--- src/rtl/shape_processor_mc_pkg.sv ---
// Shared types, reset value and legality helpers for the multi-channel shape processor CTRL block.
package shape_processor_mc_pkg;

    typedef enum logic [2:0] {
        SHAPE_CIRCLE    = 3'b000,
        SHAPE_RECTANGLE = 3'b001,
        SHAPE_TRIANGLE  = 3'b010,
        SHAPE_SQUARE    = 3'b011,
        SHAPE_KEEP      = 3'b111
    } shape_e;

    typedef enum logic [2:0] {
        OP_PERIMETER      = 3'b000,
        OP_AREA           = 3'b001,
        OP_IS_SQUARE      = 3'b010,
        OP_IS_EQUILATERAL = 3'b011,
        OP_IS_ISOSCELES   = 3'b100
    } operation_e;

    typedef struct packed {
        shape_e     shape;
        operation_e operation;
    } ctrl_sfr_reg;

    localparam ctrl_sfr_reg CTRL_RESET = '{shape: SHAPE_CIRCLE, operation: OP_PERIMETER};

    function automatic logic is_legal_shape(input logic [2:0] shape);
        return (shape <= 3'b011) || (shape == SHAPE_KEEP);
    endfunction

    function automatic logic is_legal_operation(input logic [2:0] operation);
        return operation <= 3'b100;
    endfunction

    // Shape here is already resolved, so KEEP never reaches this check.
    function automatic logic is_legal_combination(input shape_e shape, input logic [2:0] operation);
        case (operation)
            OP_PERIMETER, OP_AREA:              return 1'b1;
            OP_IS_SQUARE:                       return (shape == SHAPE_RECTANGLE) || (shape == SHAPE_SQUARE);
            OP_IS_EQUILATERAL, OP_IS_ISOSCELES: return shape == SHAPE_TRIANGLE;
            default:                            return 1'b0;
        endcase
    endfunction

endpackage

--- src/rtl/shape_processor_mc_ctrl_channel.sv ---
// One CTRL channel: KEEP_SHAPE resolution, legality check and active (plus optional shadow) register.
// SHAPE_PROC_MC_SHADOW_EN adds a shadow register loaded by writes and copied to active on commit.
module shape_processor_ctrl_channel
    import shape_processor_mc_pkg::*;
(
    input  logic        clk,
    input  logic        rst,
    input  logic        wr_en,
    input  logic [2:0]  wr_shape,
    input  logic [2:0]  wr_operation,
    input  logic        commit,
    output ctrl_sfr_reg active,
    output ctrl_sfr_reg readback,
    output logic        accept,
    output logic        reject
);

    shape_e      resolved_shape;
    logic        legal;
    ctrl_sfr_reg next_value;

    assign resolved_shape = (wr_shape == SHAPE_KEEP) ? readback.shape : shape_e'(wr_shape);
    assign legal          = is_legal_shape(wr_shape) && is_legal_operation(wr_operation)
                            && is_legal_combination(resolved_shape, wr_operation);
    assign accept         = wr_en && legal;
    assign reject         = wr_en && !legal;
    assign next_value     = '{shape: resolved_shape, operation: operation_e'(wr_operation)};

`ifdef SHAPE_PROC_MC_SHADOW_EN
    ctrl_sfr_reg shadow;

    assign readback = shadow;

    // Commit copies the pre-write shadow; a same-cycle write lands in the shadow only.
    always_ff @(posedge clk or posedge rst) begin
        if (rst) begin
            shadow <= CTRL_RESET;
            active <= CTRL_RESET;
        end else begin
            if (accept) shadow <= next_value;
            if (commit) active <= shadow;
        end
    end
`else
    logic unused_commit;

    assign unused_commit = commit;
    assign readback      = active;

    always_ff @(posedge clk or posedge rst) begin
        if (rst)         active <= CTRL_RESET;
        else if (accept) active <= next_value;
    end
`endif

endmodule

--- src/rtl/shape_processor_mc.sv ---
// Multi-channel shape processor CTRL SFR block: address decode, sticky ERR_STATUS, registered reads.
// SHAPE_PROC_MC_SHADOW_EN enables shadowed CTRL registers and the COMMIT address.
module shape_processor_mc
    import shape_processor_mc_pkg::*;
#(
    parameter int NUM_CHANNELS = 4,
    parameter int ADDR_W       = 5
) (
    input  logic                      clk,
    input  logic                      rst,
    input  logic                      write,
    input  logic [ADDR_W-1:0]         addr,
    input  logic [31:0]               write_data,
    input  logic                      read,
    output logic [31:0]               read_data,
    output logic                      read_valid,
    output logic                      error,
    output logic [NUM_CHANNELS*3-1:0] ctrl_shape,
    output logic [NUM_CHANNELS*3-1:0] ctrl_operation,
    output logic [NUM_CHANNELS-1:0]   ctrl_changed
);

    localparam logic [ADDR_W-1:0] ERR_ADDR    = ADDR_W'(NUM_CHANNELS);
    localparam logic [ADDR_W-1:0] COMMIT_ADDR = ADDR_W'(NUM_CHANNELS + 1);

    logic [NUM_CHANNELS-1:0] ctrl_wr, commit, accept, reject, err_clr, changed_next;
    logic [NUM_CHANNELS-1:0] err_status;
    ctrl_sfr_reg             active   [NUM_CHANNELS];
    ctrl_sfr_reg             readback [NUM_CHANNELS];
    logic                    addr_ctrl, addr_err, addr_commit, unmapped;
    logic [31:0]             read_mux;
    logic                    unused_write_data;

    assign unused_write_data = ^write_data;
    assign addr_ctrl         = addr < ADDR_W'(NUM_CHANNELS);
    assign addr_err          = addr == ERR_ADDR;
`ifdef SHAPE_PROC_MC_SHADOW_EN
    assign addr_commit       = addr == COMMIT_ADDR;
    assign changed_next      = commit;
`else
    assign addr_commit       = 1'b0;
    assign changed_next      = accept;
`endif
    assign unmapped          = !(addr_ctrl || addr_err || addr_commit);
    assign err_clr           = (write && addr_err) ? write_data[NUM_CHANNELS-1:0] : '0;

    for (genvar c = 0; c < NUM_CHANNELS; c++) begin : g_ch
        assign ctrl_wr[c] = write && (addr == ADDR_W'(c));
        assign commit[c]  = write && addr_commit && write_data[c];

        shape_processor_ctrl_channel u_channel (
            .clk          (clk),
            .rst          (rst),
            .wr_en        (ctrl_wr[c]),
            .wr_shape     (write_data[10:8]),
            .wr_operation (write_data[2:0]),
            .commit       (commit[c]),
            .active       (active[c]),
            .readback     (readback[c]),
            .accept       (accept[c]),
            .reject       (reject[c])
        );

        assign ctrl_shape[3*c +: 3]     = active[c].shape;
        assign ctrl_operation[3*c +: 3] = active[c].operation;
    end

    always_comb begin
        read_mux = '0;
        for (int c = 0; c < NUM_CHANNELS; c++) begin
            if (addr == ADDR_W'(c)) begin
                read_mux[10:8] = readback[c].shape;
                read_mux[2:0]  = readback[c].operation;
            end
        end
        if (addr_err) read_mux = 32'(err_status);
    end

    // A same-cycle set outranks the write-1-to-clear.
    always_ff @(posedge clk or posedge rst) begin
        if (rst) begin
            err_status   <= '0;
            error        <= 1'b0;
            ctrl_changed <= '0;
            read_data    <= '0;
            read_valid   <= 1'b0;
        end else begin
            err_status   <= (err_status & ~err_clr) | reject;
            error        <= (|reject) || (write && unmapped);
            ctrl_changed <= changed_next;
            read_valid   <= read;
            if (read) read_data <= read_mux;
        end
    end

endmodule

--- config.mk ---
export PLATFORM = sky130hd
export DESIGN_NAME = shape_processor_mc
export DESIGN_NICKNAME = d
export VERILOG_FILES = /design/src/rtl/shape_processor_mc_pkg.sv /design/src/rtl/shape_processor_mc_ctrl_channel.sv /design/src/rtl/shape_processor_mc.sv
export SDC_FILE = /design/constraint.sdc
export NUM_CORES = 1
export LEC_CHECK = 0
export ABC_AREA = 1
export ABC_CLOCK_PERIOD_IN_PS = 1700
export CAP_MARGIN = 10
export CORE_MARGIN = 2
export CORE_UTILIZATION = 42
export CTS_CLUSTER_DIAMETER = 100
export DETAILED_ROUTE_END_ITERATION = 8
export PLACE_DENSITY = 0.89
export SETUP_SLACK_MARGIN = 0.5
export SYNTH_ARGS = -nofsm -noshare
export SYNTH_HDL_FRONTEND = slang
export SYNTH_SLANG_ARGS = --single-unit
--- constraint.sdc ---
create_clock -name clk -period 1.7 [get_ports clk]
set_clock_uncertainty 0.2 [all_clocks]
set_input_delay 0.425 -clock clk [delete_from_list [all_inputs] [get_ports clk]]
set_output_delay 0.425 -clock clk [all_outputs]
set_load 0.05 [all_outputs]
-- Word level (Yosys, flattened, before mapping)
Cells that the tools add are included.
- magnitude comparators: 3
- equality and inequality tests: 21
- mux-type cells: 18
- reductions and logical operators: 36
- bitwise operators: 3
- operator list (operator ; count):
    two-way mux 3 bit ; 12
    equality test 3 x 2 -> 1 bit, second input constant ; 10
    logical AND 1 bit ; 19
    equality test 3 x 1 -> 1 bit, second input constant ; 5
    one-hot mux 1 bit (3 select lines) ; 4
    two-way mux 11 bit ; 1
    equality test 5 x 2 -> 1 bit, second input constant ; 2
    logical OR 1 bit ; 7
    equality test 3 bit, second input constant ; 2
    equality test 5 x 1 -> 1 bit, second input constant ; 1
    equality test 5 x 3 -> 1 bit, second input constant ; 1
    zero test 1 bit ; 5
    zero test 5 bit ; 1
    less-than comparator 5 x 3 -> 1 bit, second input constant ; 1
    AND 4 bit ; 1
    two-way mux 4 bit ; 1
    NOT 4 bit ; 1
    bitwise OR 4 bit ; 1
    OR reduction 2 bit ; 2
    OR reduction 4 bit ; 1
    less-or-equal comparator 3 x 2 -> 1 bit, second input constant ; 1
    less-or-equal comparator 3 bit, second input constant ; 1
    zero test 3 bit ; 1
- output and inout bits: 62
- register bits: 66

-- Depth between registers and ports, before layout
- word-level depth: 10
- mapped depth: 13
- depth with buffers taken out: 12

-- By module
From an unflattened synthesis, not the netlist that was laid out.
- cells, all modules: 388
- area total of the unflattened synthesis: 2954.1 µm²
- by module, submodules not included (module ; cells each ; times used ; area an instance (µm²)):
    shape_processor_ctrl_channel ; 60 ; 4 ; 456.7
    shape_processor_mc ; 148 ; 1 ; 1127.3

-- Worst setup path after synthesis
No wires, ideal clock.
- kind: flip-flop to flip-flop
- start point: register, netlist name g_ch[0].u_channel.active[3]
- end point: register, netlist name g_ch[0].u_channel.active[2]
- setup slack: -0.043 ns
- arrival: 1.421 ns
- stages on the path, launching flop included: 11
- path through: dfrtp_1 inv_1 nand2_2 nand3_1 nand2_1 inv_1 nand2_1 nand3_2 buf_6 nand2_1 o21ai_2
- word-level cells in the longest chain between the ends: 6
- elaborated cells on any way between the ends: 8
- RTL lines (item ; line ; RTL):
    two-way mux 3 bit * ; shape_processor_mc_ctrl_channel.sv:22 ; assign resolved_shape = (wr_shape == SHAPE_KEEP) ? readback.shape : shape_e'(wr_shape);
    equality test 3 x 1 -> 1 bit / equality test 3 x 2 -> 1 bit (equally long branches) ; shape_processor_mc_pkg.sv:39 ; OP_IS_SQUARE: return (shape == SHAPE_RECTANGLE) || (shape == SHAPE_SQUARE);
    logical OR 1 bit ; shape_processor_mc_pkg.sv:39 ;
    one-hot mux 1 bit (3 select lines) * ; shape_processor_mc_pkg.sv:37 ; case (operation)
    logical AND 1 bit * ; shape_processor_mc_ctrl_channel.sv:24 ; && is_legal_combination(resolved_shape, wr_operation);
    logical AND 1 bit * ; shape_processor_mc_ctrl_channel.sv:25 ; assign accept = wr_en && legal;
Mark *: on every way between the ends. The rest lies on a longest branch, timed or not.
A chain may end at the register's enable or synchronous reset.

-- Worst setup path in the final report
- start point: input write_data[8]
- end point: register error
- word-level cells in the longest chain between the ends: 10
- elaborated cells on any way between the ends: 42
- RTL lines (item ; line ; RTL):
    start, declared ; shape_processor_mc.sv:13 ; input logic [31:0] write_data,
    equality test 3 bit ; shape_processor_mc_pkg.sv:28, shape_processor_mc_ctrl_channel.sv:22 ;
    two-way mux 3 bit ; shape_processor_mc_ctrl_channel.sv:22 ;
    equality test 3 x 1 -> 1 bit / equality test 3 x 2 -> 1 bit (equally long branches) ; shape_processor_mc_pkg.sv:39 ;
    logical OR 1 bit ; shape_processor_mc_pkg.sv:39 ;
    one-hot mux 1 bit (3 select lines) ; shape_processor_mc_pkg.sv:37 ;
    logical AND 1 bit ; shape_processor_mc_ctrl_channel.sv:24 ;
    zero test 1 bit ; shape_processor_mc_ctrl_channel.sv:26 ; assign reject = wr_en && !legal;
    logical AND 1 bit ; shape_processor_mc_ctrl_channel.sv:26 ;
    OR reduction 4 bit * ; shape_processor_mc.sv:89 ; error <= (|reject) || (write && unmapped);
    logical OR 1 bit * ; shape_processor_mc.sv:89 ;
    end signal, assigned ; shape_processor_mc.sv:89 ;
    end, declared ; shape_processor_mc.sv:17 ; output logic error,
Marked as above.

==> results.py <==
metrics = {
    "run_status": {
        "outcome": "finished, violations left",
        "violations": "setup timing",
    },
    "grt": {
        "grt.total_usage_pct": 37.5,
        "met2_usage_pct": 62.5,
        "grt_max_degree": 23,
        "grt_pass1_wl_mm": 17.5,
        "grt_pass1_vias": 3124,
        "grt_util_met1_pct": 43.3,
        "antenna_found_initial": 0,
        "gr-max-usage-layer": "met2",
        "grt_use_met3_pct": 9.43,
        "grt_overflow": 0,
    },
    "worst_setup_path": {
        "reg2reg_slack_ns": -0.32,
        "cp-end-kind": "register",
        "path_buf_inv": 2,
        "crit_type": "primary input to register",
        "cp_max_fo": 8,
        "rr_worst_depth": 10,
        "cp_slowest_cell": "nand2_2",
        "max_stage_delay_ns": 0.18,
        "start_kind": "primary input",
        "path_delay_family": "simple AND/OR/NAND/NOR gates",
        "cpMostUsedCell": "nand2_1",
        "timing.rr.start": "g_ch[0].u_channel.active[3]",
        "r2r-end": "error",
        "path_cells": "buf_8 > buf_12 > nand2_8 > nor2_4 > nand2_2 > nand2_2 > nand4_1 > nand2_2 > nand2_1 > nand2_1 > nand2_1 > nor2_1 > nand2_1",
        "crit_required_ns": 1.70,
        "critPathArrivalTime_ns": 2.04,
    },
    "power_and_ir_drop": {
        "switching_share_pct": 35.4,
        "power.share.combinational_pct": 35.4,
        "ir_drop_mv": 0.513,
        "p_sw_w": 0.00115,
        "seqPwrFrac_pct": 34.4,
        "p_per_area_nw_per_um2": 648,
        "clkPwrFrac_pct": 30.2,
        "leakage_nw": 2.25,
        "power_w": 0.00324,
        "p_int_w": 0.00209,
    },
    "synthesis": {
        "avgSynthCellArea_sq_um": 8.29,
        "yosys_warnings": 0,
        "syn_area_sq_um": 2370,
        "netlist_instances": 286,
        "synth_seq_cells": 41,
        "synthDistinctLibCells": 24,
        "seq_area_frac_synth_pct": 43.3,
    },
    "layout": {
        "layout_common_cells": "buf_4, buf_12, nand2_2, buf_6, dfrtp_2",
        "layout-drive-gt1-share_pct": 74.5,
        "nets": 498,
        "fillers": 190,
        "fin_area_sq_um": 5000,
        "area_growth_pct": 111,
        "fin_util_pct": 91.4,
        "layout_commonest_cell": "buf_4",
    },
    "clock_tree": {
        "cts_inserted_buffers": 5,
        "cts_root_buffer": "clkbuf_8",
        "cts_tree": "built",
        "cts-htree-levels": 2,
        "clk_pin_slew_worst_paths_ns": 0.09,
        "clk_path_buf_depth": 2,
        "clock_sinks": 41,
        "clkLatencyLatePin_ns": 0.31,
    },
    "floorplanning": {
        "die_y_um": 79.1,
        "core-area_sq_um": 5470,
        "io_pins": 103,
        "initial_core_util_pct": 43.3,
        "dieWidth_um": 79.1,
        "dieArea_sq_um": 6260,
        "core.rowCount": 27,
    },
    "timing": {
        "fmax_mhz": 491,
        "timing.final.crit_share_pct": 120,
        "rsz0062_at_grt": "true",
        "drv_slew": 0,
        "setup_viol": 33,
        "final_hold_viol_count": 0,
        "whs_ns": 0.238,
        "fin_crit_ns": 2.04,
        "layout_setup_ws_ns": -0.338,
    },
    "place": {
        "io_buffers": 52,
        "placed_cell_area_sq_um": 3700,
        "dp_hpwl_mm": 5.29,
        "gp_congestion": 1.02,
    },
    "min_path": {
        "hp-class": "primary input to async pin",
    },
    "routing": {
        "first_iter_violations": 405,
        "dr.pass1.iters": 8,
        "drt-vias-per-instance": 6.22,
        "vias": 3303,
        "wl_per_cell_um": 26.4,
        "routed_wl_mm": 14.0,
        "drt.antenna.violating_nets": 0,
        "drc": 0,
    },
    "flow_run": {
        "drv_cap": 0,
    },
}
==> cells in the mapped netlist <==
cell / n / share of area (%)
clkinv_1: 1 / 0.16
inv_2: 7 / 1.1
nor2_1: 17 / 2.7
conb_1: 1 / 0.16
a2bb2oi_4: 1 / 1.1
o21a_1: 1 / 0.32
o22ai_1: 4 / 1.1
o21ai_0: 14 / 3.0
o21ai_1: 10 / 2.1
o21ai_2: 14 / 5.2
nor3_1: 1 / 0.21
buf_4: 26 / 8.2
nand2_4: 2 / 0.95
dfrtp_1: 41 / 43
buf_6: 5 / 2.4
inv_1: 20 / 3.2
nand4_1: 14 / 3.7
nand2_1: 72 / 11
nand3_1: 16 / 3.4
a21oi_1: 3 / 0.63
nand2_2: 5 / 1.3
nor2_4: 4 / 1.9
nand3_2: 4 / 1.7
o211ai_1: 3 / 0.95
==> stage by stage <==
| step | worst slack (ns) | cells | setup TNS [ns] |
|---|---|---|---|
| after floorplan | 0.0358 | 310 | 0 |
| after global placement | -0.641 | 457 | -21.02 |
| after detailed placement | -0.747 | 457 | -23.88 |
| after CTS | 0.0198 | 512 | 0 |
| after global routing | -0.348 | 530 | -5.39 |
| final | -0.338 | 531 | -4.80 |
==> power by group through the flow <==
stage               Sequential (W)  Combinational, W  Clock, W
global placement           0.00112          0.000766         0
global route               0.00112           0.00117   0.00101
CTS                        0.00110          0.000952  0.000935
finish                     0.00111           0.00115  0.000979
floorplan                  0.00123          0.000357         0
detailed placement         0.00112          0.000784         0
==> sequential cells by signal, summed over array words and instances (netlist names) <==
register,cells
read_data,7
read_valid,1
err_status,4
error,1
g_ch.u_channel.active,24
ctrl_changed,4
==> layout make-up <==
cell class	count	area, sq um	area share, %
multi-input cells	213	1600	32.0
inverters	28	140	2.80
repair buffers	168	1960	39.2
well taps	72	90.1	1.80
flip-flops and latches	41	1070	21.4
clock buffers	5	68.8	1.38
clock inverters	3	65.1	1.30
diodes	1	2.50	0.0500
==> per-layer routing <==
| layer | routed length [um] | up-vias |
|---|---|---|
| li1 | - | 1243 |
| met1 | 4760 | 1573 |
| met2 | 6530 | 360 |
| met3 | 1470 | 127 |
| met4 | 1280 | 0 |
| met5 | 0 | - |
==> worst max path at each step <==
stage	depth (start not counted)	endpoint	startpoint
floorplan	11	g_ch[3].u_channel.active[2]	write_data[8]
global placement	11	g_ch[3].u_channel.active[1]	write_data[8]
detailed placement	12	g_ch[3].u_channel.active[4]	write_data[8]
CTS	10	g_ch[2].u_channel.active[4]	g_ch[2].u_channel.active[3]
global route	13	error	write_data[8]
finish	13	error	write_data[8]
==> cells by family after synthesis <==
logic type	count (synthesis)	share of synthesized area, %
AOI/OAI and AO/OA	50	14.3
buffers and inverters	59	15.0
DFF	41	43.3
other	1	0.158
and+or+nand+nor	135	27.2
==> timing repair <==
action,in CTS,in global routing
cloned,3,0
setup endpoints to repair,77,77
pin swaps,48,39
setup buffers,44,18
resized for setup,152,74
hold buffers,0,0
(Power assumes the default switching activity.)
